[config.mk]
export PLATFORM = sky130hd
export DESIGN_NAME = axis_gmii_tx_arb
export DESIGN_NICKNAME = d
export VERILOG_FILES = /design/src/rtl/axis_gmii_tx_arb.sv
export SDC_FILE = /design/constraint.sdc
export NUM_CORES = 1
export LEC_CHECK = 0
export ABC_AREA = 1
export CELL_PAD_IN_SITES_DETAIL_PLACEMENT = 1
export CELL_PAD_IN_SITES_GLOBAL_PLACEMENT = 1
export CORE_ASPECT_RATIO = 1.4
export CORE_MARGIN = 1
export CORE_UTILIZATION = 29
export CTS_CLUSTER_DIAMETER = 60
export DETAILED_ROUTE_END_ITERATION = 10
export PLACE_DENSITY_LB_ADDON = 0.1
export SETUP_SLACK_MARGIN = 0.5
export SLEW_MARGIN = 10
export SYNTH_ARGS = -nofsm -noshare
export SYNTH_HDL_FRONTEND = slang
export SYNTH_SLANG_ARGS = --single-unit
[constraint.sdc]
create_clock -name clk -period 1.4 [get_ports clk]
set_input_delay 0.35 -clock clk [delete_from_list [all_inputs] [get_ports clk]]
set_output_delay 0.35 -clock clk [all_outputs]
set_load 0.01 [all_outputs]
[src/rtl/axis_gmii_tx_arb.sv]
// axis_gmii_tx_arb
// Frame-granular round-robin arbiter that shares one 8-bit AXI-Stream
// transmit path among PORTS sources. A grant lasts from the first beat of
// a frame until its tlast beat is accepted. Per-port frame and error counters
// are kept for software status.
module axis_gmii_tx_arb #(
    parameter int PORTS     = 2,
    parameter int CNT_WIDTH = 16
) (
    input  logic                         clk,
    input  logic                         rst,

    input  logic [8*PORTS-1:0]           s_axis_tdata,
    input  logic [PORTS-1:0]             s_axis_tvalid,
    output logic [PORTS-1:0]             s_axis_tready,
    input  logic [PORTS-1:0]             s_axis_tlast,
    input  logic [PORTS-1:0]             s_axis_tuser,

    output logic [7:0]                   m_axis_tdata,
    output logic                         m_axis_tvalid,
    input  logic                         m_axis_tready,
    output logic                         m_axis_tlast,
    output logic                         m_axis_tuser,

    input  logic [PORTS-1:0]             port_enable,
    output logic [PORTS-1:0]             grant,
    output logic                         busy,
    output logic [CNT_WIDTH*PORTS-1:0]   frame_count,
    output logic [CNT_WIDTH*PORTS-1:0]   error_count
);

    localparam int IDX_W = (PORTS > 1) ? $clog2(PORTS) : 1;

    typedef enum logic [0:0] {
        ST_IDLE   = 1'b0,
        ST_ACTIVE = 1'b1
    } state_t;

    state_t                       state_r;
    state_t                       state_next_s;
    logic [PORTS-1:0]             grant_r;
    logic [IDX_W-1:0]             last_r;
    logic [CNT_WIDTH*PORTS-1:0]   frame_count_r;
    logic [CNT_WIDTH*PORTS-1:0]   error_count_r;

    logic [PORTS-1:0]             req_s;
    logic [IDX_W-1:0]             cand_s;
    logic [IDX_W-1:0]             pick_idx_s;
    logic                         pick_found_s;
    logic [PORTS-1:0]             pick_onehot_s;
    logic                         accept_s;
    logic                         accept_last_s;

    // Only enabled sources with data take part in arbitration.
    assign req_s         = s_axis_tvalid & port_enable;
    assign pick_onehot_s = {{(PORTS-1){1'b0}}, 1'b1} << pick_idx_s;
    assign accept_s      = m_axis_tvalid & m_axis_tready;
    assign accept_last_s = accept_s & m_axis_tlast;

    // Round-robin search: first requester at or after last+1, wrapping.
    always_comb begin
        pick_idx_s   = last_r;
        pick_found_s = 1'b0;
        cand_s       = last_r;
        for (int off = 32'sd1; off <= PORTS; off++) begin
            cand_s = IDX_W'((int'(last_r) + off) % PORTS);
            if (!pick_found_s && req_s[cand_s]) begin
                pick_found_s = 1'b1;
                pick_idx_s   = cand_s;
            end else begin
                pick_found_s = pick_found_s;
                pick_idx_s   = pick_idx_s;
            end
        end
    end

    // Output mux driven from the registered grant index; nothing passes when idle.
    always_comb begin
        m_axis_tdata  = 8'h00;
        m_axis_tvalid = 1'b0;
        m_axis_tlast  = 1'b0;
        m_axis_tuser  = 1'b0;
        s_axis_tready = {PORTS{1'b0}};
        if (state_r == ST_ACTIVE) begin
            m_axis_tdata          = s_axis_tdata[{last_r, 3'b000} +: 8];
            m_axis_tvalid         = s_axis_tvalid[last_r];
            m_axis_tlast          = s_axis_tlast[last_r];
            m_axis_tuser          = s_axis_tuser[last_r];
            s_axis_tready[last_r] = m_axis_tready;
        end else begin
            m_axis_tdata  = 8'h00;
            m_axis_tvalid = 1'b0;
            m_axis_tlast  = 1'b0;
            m_axis_tuser  = 1'b0;
            s_axis_tready = {PORTS{1'b0}};
        end
    end

    // Next-state logic: grant on any request, release after the tlast beat.
    always_comb begin
        state_next_s = state_r;
        case (state_r)
            ST_IDLE: begin
                if (pick_found_s) begin
                    state_next_s = ST_ACTIVE;
                end else begin
                    state_next_s = ST_IDLE;
                end
            end
            ST_ACTIVE: begin
                if (accept_last_s) begin
                    state_next_s = ST_IDLE;
                end else begin
                    state_next_s = ST_ACTIVE;
                end
            end
            default: begin
                state_next_s = ST_IDLE;
            end
        endcase
    end

    // State, grant and round-robin pointer registers.
    always_ff @(posedge clk) begin
        if (rst) begin
            state_r <= ST_IDLE;
            grant_r <= {PORTS{1'b0}};
            last_r  <= IDX_W'(PORTS - 1);
        end else begin
            state_r <= state_next_s;
            if ((state_r == ST_IDLE) && pick_found_s) begin
                grant_r <= pick_onehot_s;
                last_r  <= pick_idx_s;
            end else if (accept_last_s) begin
                grant_r <= {PORTS{1'b0}};
            end
        end
    end

    // Per-port completed-frame and bad-frame counters, wrapping naturally.
    always_ff @(posedge clk) begin
        if (rst) begin
            frame_count_r <= {(CNT_WIDTH*PORTS){1'b0}};
            error_count_r <= {(CNT_WIDTH*PORTS){1'b0}};
        end else begin
            for (int i = 32'sd0; i < PORTS; i++) begin
                if (accept_last_s && (last_r == IDX_W'(i))) begin
                    frame_count_r[i*CNT_WIDTH +: CNT_WIDTH] <=
                        frame_count_r[i*CNT_WIDTH +: CNT_WIDTH] + {{(CNT_WIDTH-1){1'b0}}, 1'b1};
                    if (m_axis_tuser) begin
                        error_count_r[i*CNT_WIDTH +: CNT_WIDTH] <=
                            error_count_r[i*CNT_WIDTH +: CNT_WIDTH] + {{(CNT_WIDTH-1){1'b0}}, 1'b1};
                    end
                end
            end
        end
    end

    assign grant       = grant_r;
    assign busy        = (state_r == ST_ACTIVE);
    assign frame_count = frame_count_r;
    assign error_count = error_count_r;

endmodule

==> results.json, run 1 <==
{
  "yosysSeqAreaShare_pct": 35.8,
  "cts_sinks": 68,
  "initial_core_util_pct": 29.7,
  "synth-seq-cells": 68,
  "critPathKind": "register to register",
  "grt_pass1_vias": 5399,
  "grt_max_degree": 33,
  "rsz0062_at_grt": "yes",
  "drv_cap": 0,
  "hold_viol": 0,
  "firstDrtPassIters": 4,
  "finalMaxSlewViolations": 0,
  "setup_tns_ps": -23690,
  "finalPower_mw": 5.10,
  "place_area_um2": 5800,
  "cts_root_buf": "clkbuf_16",
  "wl_per_cell_um": 18.1,
  "drtIter0Drc": 101,
  "syn_area_um2": 3810,
  "htree_num_levels": 3,
  "die_w_um": 98.8,
  "startpoint": "last_r$_SDFFE_PP1P_",
  "clk_path_buf_depth": 2,
  "clk_latency_ps": 330,
  "syn_to_final_growth_pct": 104,
  "cellPowerDensity_nw_per_um2": 658,
  "drc": 0,
  "vdd_drop_max_mv": 0.512,
  "violations": "setup timing",
  "die_h_um": 138,
  "slew_headroom_pct": 77.1,
  "cts_tree": "done",
  "stdcell_area_um2": 7750,
  "grt_overflow": 0,
  "yosys_warnings": 0,
  "setup_slack_ps": -376,
  "grt_pass1_wl_mm": 26.9,
  "drtAntennaViolNets": 0,
  "hpwl_mm": 10.3,
  "multi_input_area_um2": 2890,
  "cp_max_fo": 8,
  "setup_violations": 80,
  "viasPerCell": 5.07,
  "cp.required_ps": 1630,
  "r2r_slack_ps": -380,
  "critPathMaxStageDelay_ps": 360,
  "ios": 107,
  "critPathLaunchType": "register",
  "layout.nets": 881,
  "fin_crit_ps": 1780,
  "drive_gt1_share_pct": 53.0,
  "antenna_found_initial": 0,
  "cp_common_cell": "buf_12",
  "die-area_um2": 13600,
  "critical_path.endpoint": "frame_count[3]$_SDFFE_PP0P_",
  "num_antenna_cells": 0,
  "final-seq-area_um2": 1540,
  "num_rows": 49,
  "totalWireLength_mm": 18.2,
  "mappedNetlistNets": 647,
  "fmaxAchievable_mhz": 563,
  "gp_congestion": 0.779,
  "timing.rr.end": "frame_count[3]$_SDFFE_PP0P_",
  "syn-instance-count": 616,
  "critPathSlowestCell": "dfxtp_4",
  "leakage_nw": 3.30,
  "fillers": 1530,
  "io_buffers": 106,
  "crit_path_end_kind": "register",
  "worst_r2r_startpoint": "last_r$_SDFFE_PP1P_",
  "r2r.worst_path.cells": 13,
  "cts_buffers": 9,
  "path_clk_slew_ps": 60,
  "grt_usage_pct": 25.3,
  "outcome": "complete, but fails checks",
  "crit_arrival_ps": 2000,
  "skew_ps": 6.83,
  "ys_types": 29,
  "hp-class": "register to register",
  "synth.avg_cell_area_um2": 6.18,
  "vias": 5106,
  "tightest_slew_ps": 341,
  "hold_buffers": 0,
  "fin_crit_sh_pct": 127,
  "core_area_um2": 12800,
  "path_cells": "buf_12 -> inv_16 -> nand3_4 -> nand2_4 -> buf_12 -> nand3_4 -> nor2_4 -> buf_6 -> buf_6 -> buf_12 -> nand3_2 -> nand2_2 -> nor2_2"
}
[cell type report]
type	count	share of cell area, %
clock buffers	11	3.26
clock inverters	5	0.645
inverters	44	2.40
multi-input cells	480	37.3
flip-flops and latches	68	19.8
well taps	153	2.47
repair buffers	246	33.9
repair inverters	1	0.210
[Yosys cell counts, drive strengths merged]
master / instances / area [um^2]
a21oi: 64 / 324
a31oi: 1 / 6.26
buf: 17 / 108
clkbuf: 7 / 26.3
clkinv: 1 / 3.75
dfxtp: 68 / 1360
ha: 4 / 50.1
inv: 43 / 164
nand2: 174 / 658
nand3: 82 / 423
nand3b: 1 / 7.51
nand4: 10 / 62.6
nor2: 123 / 472
nor3: 6 / 30.0
nor3b: 1 / 7.51
o2111ai: 1 / 8.76
o21ai: 5 / 25.0
xnor2: 5 / 43.8
xor2: 3 / 26.3
[logic make-up (layout without fill, tap and decap cells)]
| group | count (synthesis) | in the layout | synth area share (%) |
|---|---|---|---|
| xor+xnor | 8 | 8 | 1.84 |
| fa+ha+maj | 4 | 4 | 1.31 |
| simple gates | 397 | 397 | 43.6 |
| compound gates | 71 | 71 | 9.56 |
| flops | 68 | 68 | 35.8 |
| buf+inv | 68 | 307 | 7.92 |
[placed cells by master (no fill, tap or decap), drive strengths merged]
master | Yosys | final
ha | 4 | 4
clkinv | 1 | 5
nand3 | 82 | 82
dfxtp | 68 | 68
nand4 | 10 | 10
bufinv | 0 | 1
xnor2 | 5 | 5
nand3b | 1 | 1
clkinvlp | 0 | 1
buf | 17 | 216
a31oi | 1 | 1
clkdlybuf4s50 | 0 | 23
nor3b | 1 | 1
xor2 | 3 | 3
nor2 | 123 | 123
dlygate4sd2 | 0 | 3
nand2 | 174 | 174
a21oi | 64 | 64
inv | 43 | 43
clkbuf | 7 | 15
nor3 | 6 | 6
o2111ai | 1 | 1
o21ai | 5 | 5
[worst max-delay path: cells and delay by family, from the launching register on]
kind / cells / cell delay [ps]
AND/OR/NAND/NOR: 7 / 600
flip-flops: 1 / 360
buffers and inverters: 6 / 700
[per-layer routing]
layer	global-route usage [%]	part of all wire (%)
met4	7.30	2.3
met2	52.1	58
met1	26.0	37
met3	3.50	2.8
met5	0	0
[sequential cells by signal, summed over array words and instances (netlist names)]
name / flops
error_count: 32
frame_count: 32
grant: 2
busy: 1
last_r: 1
[metrics by stage]
stage,std cells,util (%),hold slack [ps],worst slack [ps]
3_3_place_gp,925,45.3,444,-663
4_1_cts,993,56.8,483,-283
5_1_grt,1008,60.5,510,-413
2_1_floorplan,616,-,472,-1.47
3_5_place_dp,925,45.3,474,-664
6_report,1008,60.5,500,-376
[worst min-delay path by stage]
stage | start | endpoint | slack (ps) | depth (start not counted)
CTS | grant[0]$_SDFFE_PP0P_ | grant[0]$_SDFFE_PP0P_ | 480 | 2
floorplan | grant[0]$_SDFFE_PP0P_ | grant[0]$_SDFFE_PP0P_ | 470 | 2
detailed placement | grant[0]$_SDFFE_PP0P_ | grant[0]$_SDFFE_PP0P_ | 470 | 2
global placement | grant[0]$_SDFFE_PP0P_ | grant[0]$_SDFFE_PP0P_ | 440 | 2
global route | frame_count[29]$_SDFFE_PP0P_ | frame_count[29]$_SDFFE_PP0P_ | 510 | 2
finish | frame_count[29]$_SDFFE_PP0P_ | frame_count[29]$_SDFFE_PP0P_ | 500 | 2
[repair_timing]
action | in CTS | in global routing
buffers inserted | 41 | 12
endpoints found under the hold margin | 0 | 0
cloned | 11 | 3
gates resized for setup | 591 | 81
pin swaps | 26 | 52
endpoints found under the setup margin | 148 | 148
[power breakdown]
group	internal [mW]	switching, mW	leakage [nW]
clock	1.47	0.916	0.155
combinational	0.415	0.414	2.55
sequential	1.88	0.0139	0.593
total	3.76	1.34	3.30
Power figures use the tool's default switching activity.
==> run 2, diff against run 1 <==
--- a/config.mk
+++ b/config.mk
@@ -13,7 +13,9 @@
 export CORE_UTILIZATION = 29
 export CTS_CLUSTER_DIAMETER = 60
 export DETAILED_ROUTE_END_ITERATION = 10
+export GPL_ROUTABILITY_DRIVEN = 1
 export PLACE_DENSITY_LB_ADDON = 0.1
+export RECOVER_POWER = 100
 export SETUP_SLACK_MARGIN = 0.5
 export SLEW_MARGIN = 10
 export SYNTH_ARGS = -nofsm -noshare
==> constraint.sdc (replaced) <==
create_clock -name clk -period 1.4 [get_ports clk]
set_input_delay 0.35 -clock clk [delete_from_list [all_inputs] [get_ports clk]]
set_output_delay 0.35 -clock clk [all_outputs]
set_load 0.02 [all_outputs]
==> results.json, run 2 (synthesis results as in run 1) <==
{
  "cp_max_fo": 4,
  "cp.required_ps": 1050,
  "combPwrFrac_pct": 19.2,
  "cts_sinks": 68,
  "multi_input_area_um2": 2890,
  "path_delay_family": "buffers and inverters",
  "finalPower_mw": 4.94,
  "fin_crit_sh_pct": 130,
  "seq_power_share_pct": 38.8,
  "drive_gt1_share_pct": 49.7,
  "p_int_mw": 3.57,
  "holdWs_ps": 502,
  "initial_core_util_pct": 29.7,
  "cellPowerDensity_nw_per_um2": 638,
  "slew_headroom_pct": 77.3,
  "path_cells": "buf_12 -> buf_4 -> buf_12 -> nand2_2 -> a21oi_4 -> buf_6",
  "skew_ps": 12.5,
  "vias": 5169,
  "hp-class": "register to register",
  "drtIter0Drc": 121,
  "syn_to_final_growth_pct": 103,
  "totalWireLength_mm": 17.8,
  "path_buf_inv": 4,
  "wl_per_cell_um": 17.6,
  "layout_common_cells": "nand2_1, nor2_1, buf_4",
  "critPathSlowestCell": "dfxtp_4",
  "outcome": "complete, but fails checks",
  "grt_overflow": 0,
  "num_antenna_cells": 0,
  "drv_cap": 0,
  "clk_path_buf_depth": 2,
  "io_buffers": 106,
  "die_w_um": 98.8,
  "grt_usage_pct": 24.9,
  "critPathLaunchType": "register",
  "viasPerCell": 5.10,
  "cp_common_cell": "buf_12",
  "fin_crit_ps": 1820,
  "drtAntennaViolNets": 0,
  "firstDrtPassIters": 4,
  "finalMaxSlewViolations": 0,
  "violations": "setup timing",
  "place_area_um2": 6050,
  "rsz0062_at_grt": "yes",
  "critPathMaxStageDelay_ps": 370,
  "grt_pass1_vias": 5389,
  "cts_root_buf": "clkbuf_16",
  "switching_share_pct": 27.8,
  "crit_path_end_kind": "primary output",
  "leakage_nw": 3.21,
  "tightest_slew_ps": 342,
  "drc": 0,
  "vdd_drop_max_mv": 0.602,
  "p_switching_mw": 1.37,
  "setup_violations": 80,
  "setup_slack_ps": -419,
  "fmaxAchievable_mhz": 550,
  "htree_num_levels": 3,
  "grt_pass1_wl_mm": 26.4,
  "antenna_found_initial": 0,
  "die_h_um": 138,
  "gp_congestion": 0.831,
  "num_rows": 49,
  "crit_arrival_ps": 1470,
  "critPathKind": "register to primary output",
  "hold_viol": 0,
  "grt_max_degree": 34,
  "cts_buffers": 9,
  "layout.nets": 888,
  "core_area_um2": 12800,
  "hpwl_mm": 10.5,
  "p_clk_share_pct": 42.1,
  "stdcell_area_um2": 7740,
  "cts_tree": "done",
  "final_common_cell": "nand2_1",
  "fillers": 1501,
  "path_clk_slew_ps": 60,
  "die-area_um2": 13600,
  "hold_buffers": 0,
  "clk_latency_ps": 340,
  "ios": 107,
  "final-seq-area_um2": 1490
}
run 2: cell count changes in the layout (fill, tap and decap cells not counted), moves of 4 or more:
cell / change
dfxtp_1: +19
buf_4: +15
buf_2: -11
dfxtp_4: -10
nand2_4: -10
dfxtp_2: -9
a21oi_2: -8
a21oi_4: +7
clkbuf_1: +6
nand2_2: +6
buf_16: -4
run 2: area by class of cell:
type | count | share of cell area (%)
Sequential cell | 68 | 19.2
Timing Repair inverter | 1 | 0.210
Clock buffer | 12 | 3.05
Multi-Input combinational cell | 480 | 37.3
Inverter | 44 | 2.46
Timing Repair Buffer | 253 | 35.1
Clock inverter | 3 | 0.194
Tap cell | 153 | 2.47
run 2: metrics by stage:
step           std cells  worst slack [ps]  setup TNS (ps)  utilization, %
3_3_place_gp         942              -675          -43370            47.2
6_report            1014              -419          -23170            60.4
4_1_cts              996              -324          -19150            57.0
3_5_place_dp         942              -704          -47430            47.2
5_1_grt             1014              -455          -28210            60.4
2_1_floorplan        616             -46.5           -1180               -
run 2: timing repair:
action	in CTS	in global routing
pin swaps	12	35
cloned	8	5
endpoints found under the setup margin	148	148
resized for setup	641	72
buffers inserted	31	13
run 2: worst min-delay path, delay by kind of cell, from the launching register on:
| family | cells | cell delay (ps) |
|---|---|---|
| flops | 1 | 370 |
| compound gates | 1 | 30 |
| simple gates | 1 | 70 |
run 2: power groups by stage:
| stage | logic, mW | clock network (mW) | registers [mW] |
|---|---|---|---|
| after CTS | 0.810 | 2.11 | 1.93 |
| after floorplan | 0.328 | 0 | 2.00 |
| after global placement | 0.576 | 0 | 2.01 |
| after global routing | 0.993 | 2.18 | 1.91 |
| final | 0.948 | 2.08 | 1.91 |
| after detailed placement | 0.593 | 0 | 2.01 |
run 2: final timing paths:
kind | startpoint | end | slack [ps] | cells past startpoint
max | last_r$_SDFFE_PP1P_ | m_axis_tdata[5] | -420 | 6
min | error_count[5]$_SDFFE_PP0P_ | error_count[5]$_SDFFE_PP0P_ | 500 | 2
max reg2reg | last_r$_SDFFE_PP1P_ | error_count[6]$_SDFFE_PP0P_ | -380 | 12
min reg2reg | error_count[5]$_SDFFE_PP0P_ | error_count[5]$_SDFFE_PP0P_ | 500 | 2
run 2: metal layers:
metal | part of all wire, % | vias to the layer above | track usage, %
li1 | - | 2486 | -
met3 | 3.6 | 23 | 4.21
met2 | 56 | 115 | 49.5
met5 | 0 | - | 0
met4 | 2.0 | 0 | 8.87
met1 | 38 | 2545 | 26.0
==> run 3, diff against run 2 <==
--- a/config.mk
+++ b/config.mk
@@ -6,11 +6,13 @@
 export NUM_CORES = 1
 export LEC_CHECK = 0
 export ABC_AREA = 1
+export CAP_MARGIN = 5
 export CELL_PAD_IN_SITES_DETAIL_PLACEMENT = 1
 export CELL_PAD_IN_SITES_GLOBAL_PLACEMENT = 1
 export CORE_ASPECT_RATIO = 1.4
 export CORE_MARGIN = 1
-export CORE_UTILIZATION = 29
+export CORE_UTILIZATION = 30
+export CTS_BUF_LIST = sky130_fd_sc_hd__clkbuf_8
 export CTS_CLUSTER_DIAMETER = 60
 export DETAILED_ROUTE_END_ITERATION = 10
 export GPL_ROUTABILITY_DRIVEN = 1
==> results.json, run 3 (synthesis results as in run 1) <==
{
  "outcome": "complete, but fails checks",
  "violations": "setup timing",
  "firstDrtPassIters": 5,
  "fin_crit_ps": 1840,
  "cts_root_buf": "clkbuf_8",
  "vias": 5153,
  "tightest_slew_ps": 364,
  "path_cells": "buf_6 -> nand3_2 -> nand2_2 -> buf_8 -> buf_12 -> buf_8 -> nand4_1 -> inv_1 -> nor2_1 -> nor2_1",
  "grt_overflow": 0,
  "grt_max_degree": 40,
  "setup_slack_ps": -440,
  "r2r.worst_path.cells": 10,
  "syn_to_final_growth_pct": 96.7,
  "startpoint": "busy$_SDFF_PP0_",
  "fin_crit_sh_pct": 131,
  "cp_max_fo": 6,
  "die_w_um": 97.2,
  "drv_cap": 0,
  "htree_num_levels": 3,
  "hold_viol": 0,
  "path_clk_slew_ps": 80,
  "cts_tree": "done",
  "setup_violations": 81,
  "wl_per_cell_um": 18.4,
  "cts_sinks": 68,
  "fillers": 1514,
  "timing.rr.end": "error_count[18]$_SDFFE_PP0P_",
  "layout_common_cells": "nand2_1, nor2_1, buf_4",
  "slew_headroom_pct": 75.5,
  "crit_arrival_ps": 2120,
  "path_buf_inv": 5,
  "drtIter0Drc": 157,
  "die-area_um2": 13200,
  "hold_buffers": 0,
  "totalWireLength_mm": 18.4,
  "critPathMaxStageDelay_ps": 410,
  "stdcell_area_um2": 7490,
  "hp-class": "register to register",
  "die_h_um": 135,
  "finalMaxSlewViolations": 0,
  "crit_path_end_kind": "register",
  "gp_congestion": 0.808,
  "min_from": "error_count[28]$_SDFFE_PP0P_",
  "path_delay_family": "buffers and inverters",
  "finalPower_mw": 4.50,
  "met2_length_mm": 10.4,
  "drc": 0,
  "grt_pass1_wl_mm": 25.0,
  "numPlacedInstances": 935,
  "clk_path_buf_depth": 2,
  "pre_cts_ws_ps": -706,
  "wl_met3_um": 702,
  "crit_cells": 10,
  "initial_core_util_pct": 30.8,
  "final-seq-area_um2": 1510,
  "rsz0062_at_grt": "yes",
  "critPathKind": "register to register",
  "io_buffers": 106,
  "setup_tns_ps": -22760,
  "num_antenna_cells": 0,
  "viasPerCell": 5.14,
  "drt-met1-wl_mm": 6.77,
  "drive_gt1_share_pct": 50.9,
  "vdd_drop_max_mv": 0.470,
  "layout.nets": 879,
  "cellPowerDensity_nw_per_um2": 600,
  "cts_buffers": 9,
  "multi_input_area_um2": 2820,
  "grt_pass1_vias": 5231,
  "antenna_found_initial": 0,
  "critPathSlowestCell": "dfxtp_4",
  "hpwl_mm": 10.8,
  "ios": 107,
  "r2r_slack_ps": -440,
  "critical_path.endpoint": "error_count[18]$_SDFFE_PP0P_",
  "cp.required_ps": 1680,
  "worst_r2r_startpoint": "busy$_SDFF_PP0_",
  "place_area_um2": 5990,
  "leakage_nw": 3.10,
  "clk_latency_ps": 360,
  "drtAntennaViolNets": 0,
  "holdWs_ps": 528,
  "num_rows": 48,
  "core_area_um2": 12400,
  "routed.top_layer": "met4",
  "fmaxAchievable_mhz": 544,
  "skew_ps": 12.9,
  "fin_util_pct": 60.5,
  "critPathLaunchType": "register",
  "instances_no_fill": 1002,
  "final_common_cell": "nand2_1",
  "grt_usage_pct": 23.5
}
[run 3: changes by cell type in the layout (fill, tap and decap cells not counted), sizes merged]
cell	previous run	this run
buf	218	211
bufbuf	2	0
bufinv	0	1
clkbuf	19	18
clkdlybuf4s50	21	23
clkinv	5	3
dlygate4sd2	4	3
dlymetal6s2s	1	0
inv	42	44
[run 3: worst register-to-register path, cell delays in order, from the launching register on]
cell and delay (ps):
dfxtp_4 410, buf_6 160, nand3_2 100, nand2_2 130, buf_8 140, buf_12 120, buf_8 110, nand4_1 190
inv_1 180, nor2_1 90, nor2_1 140
[run 3: report_power, final]
part | internal, mW | switching (mW) | leakage (nW)
logic | 0.423 | 0.440 | 2.41
clock network | 0.897 | 0.818 | 0.108
registers | 1.90 | 0.0202 | 0.589
[run 3: routing by layer]
layer	vias to the layer above	GRT usage, %
met5	-	0
met4	0	7.92
met3	47	3.77
met2	136	46.2
met1	2512	25.3
li1	2458	-
[run 3: worst min path at each step]
stage / to / slack [ps] / depth (start not counted)
floorplan: frame_count[17]$_SDFFE_PP0P_ / 510 / 2
global placement: grant[0]$_SDFFE_PP0P_ / 440 / 2
detailed placement: grant[0]$_SDFFE_PP0P_ / 470 / 2
CTS: grant[1]$_SDFFE_PP0P_ / 480 / 2
global route: frame_count[19]$_SDFFE_PP0P_ / 550 / 2
finish: error_count[28]$_SDFFE_PP0P_ / 530 / 2
[run 3: final cells by class]
cell class | count | share of cell area [%]
Multi-Input combinational cell | 480 | 37.6
Timing Repair Buffer | 244 | 34.4
Sequential cell | 68 | 20.1
Inverter | 44 | 2.54
Tap cell | 150 | 2.51
Clock buffer | 11 | 2.02
Clock inverter | 4 | 0.568
Timing Repair inverter | 1 | 0.217
[run 3: repair_timing]
action                                  in CTS  in global routing
resized for setup                          588                 98
endpoints found under the setup margin     148                148
pin swaps                                    4                 28
cloned                                       4                  9
buffers inserted                            16                 23
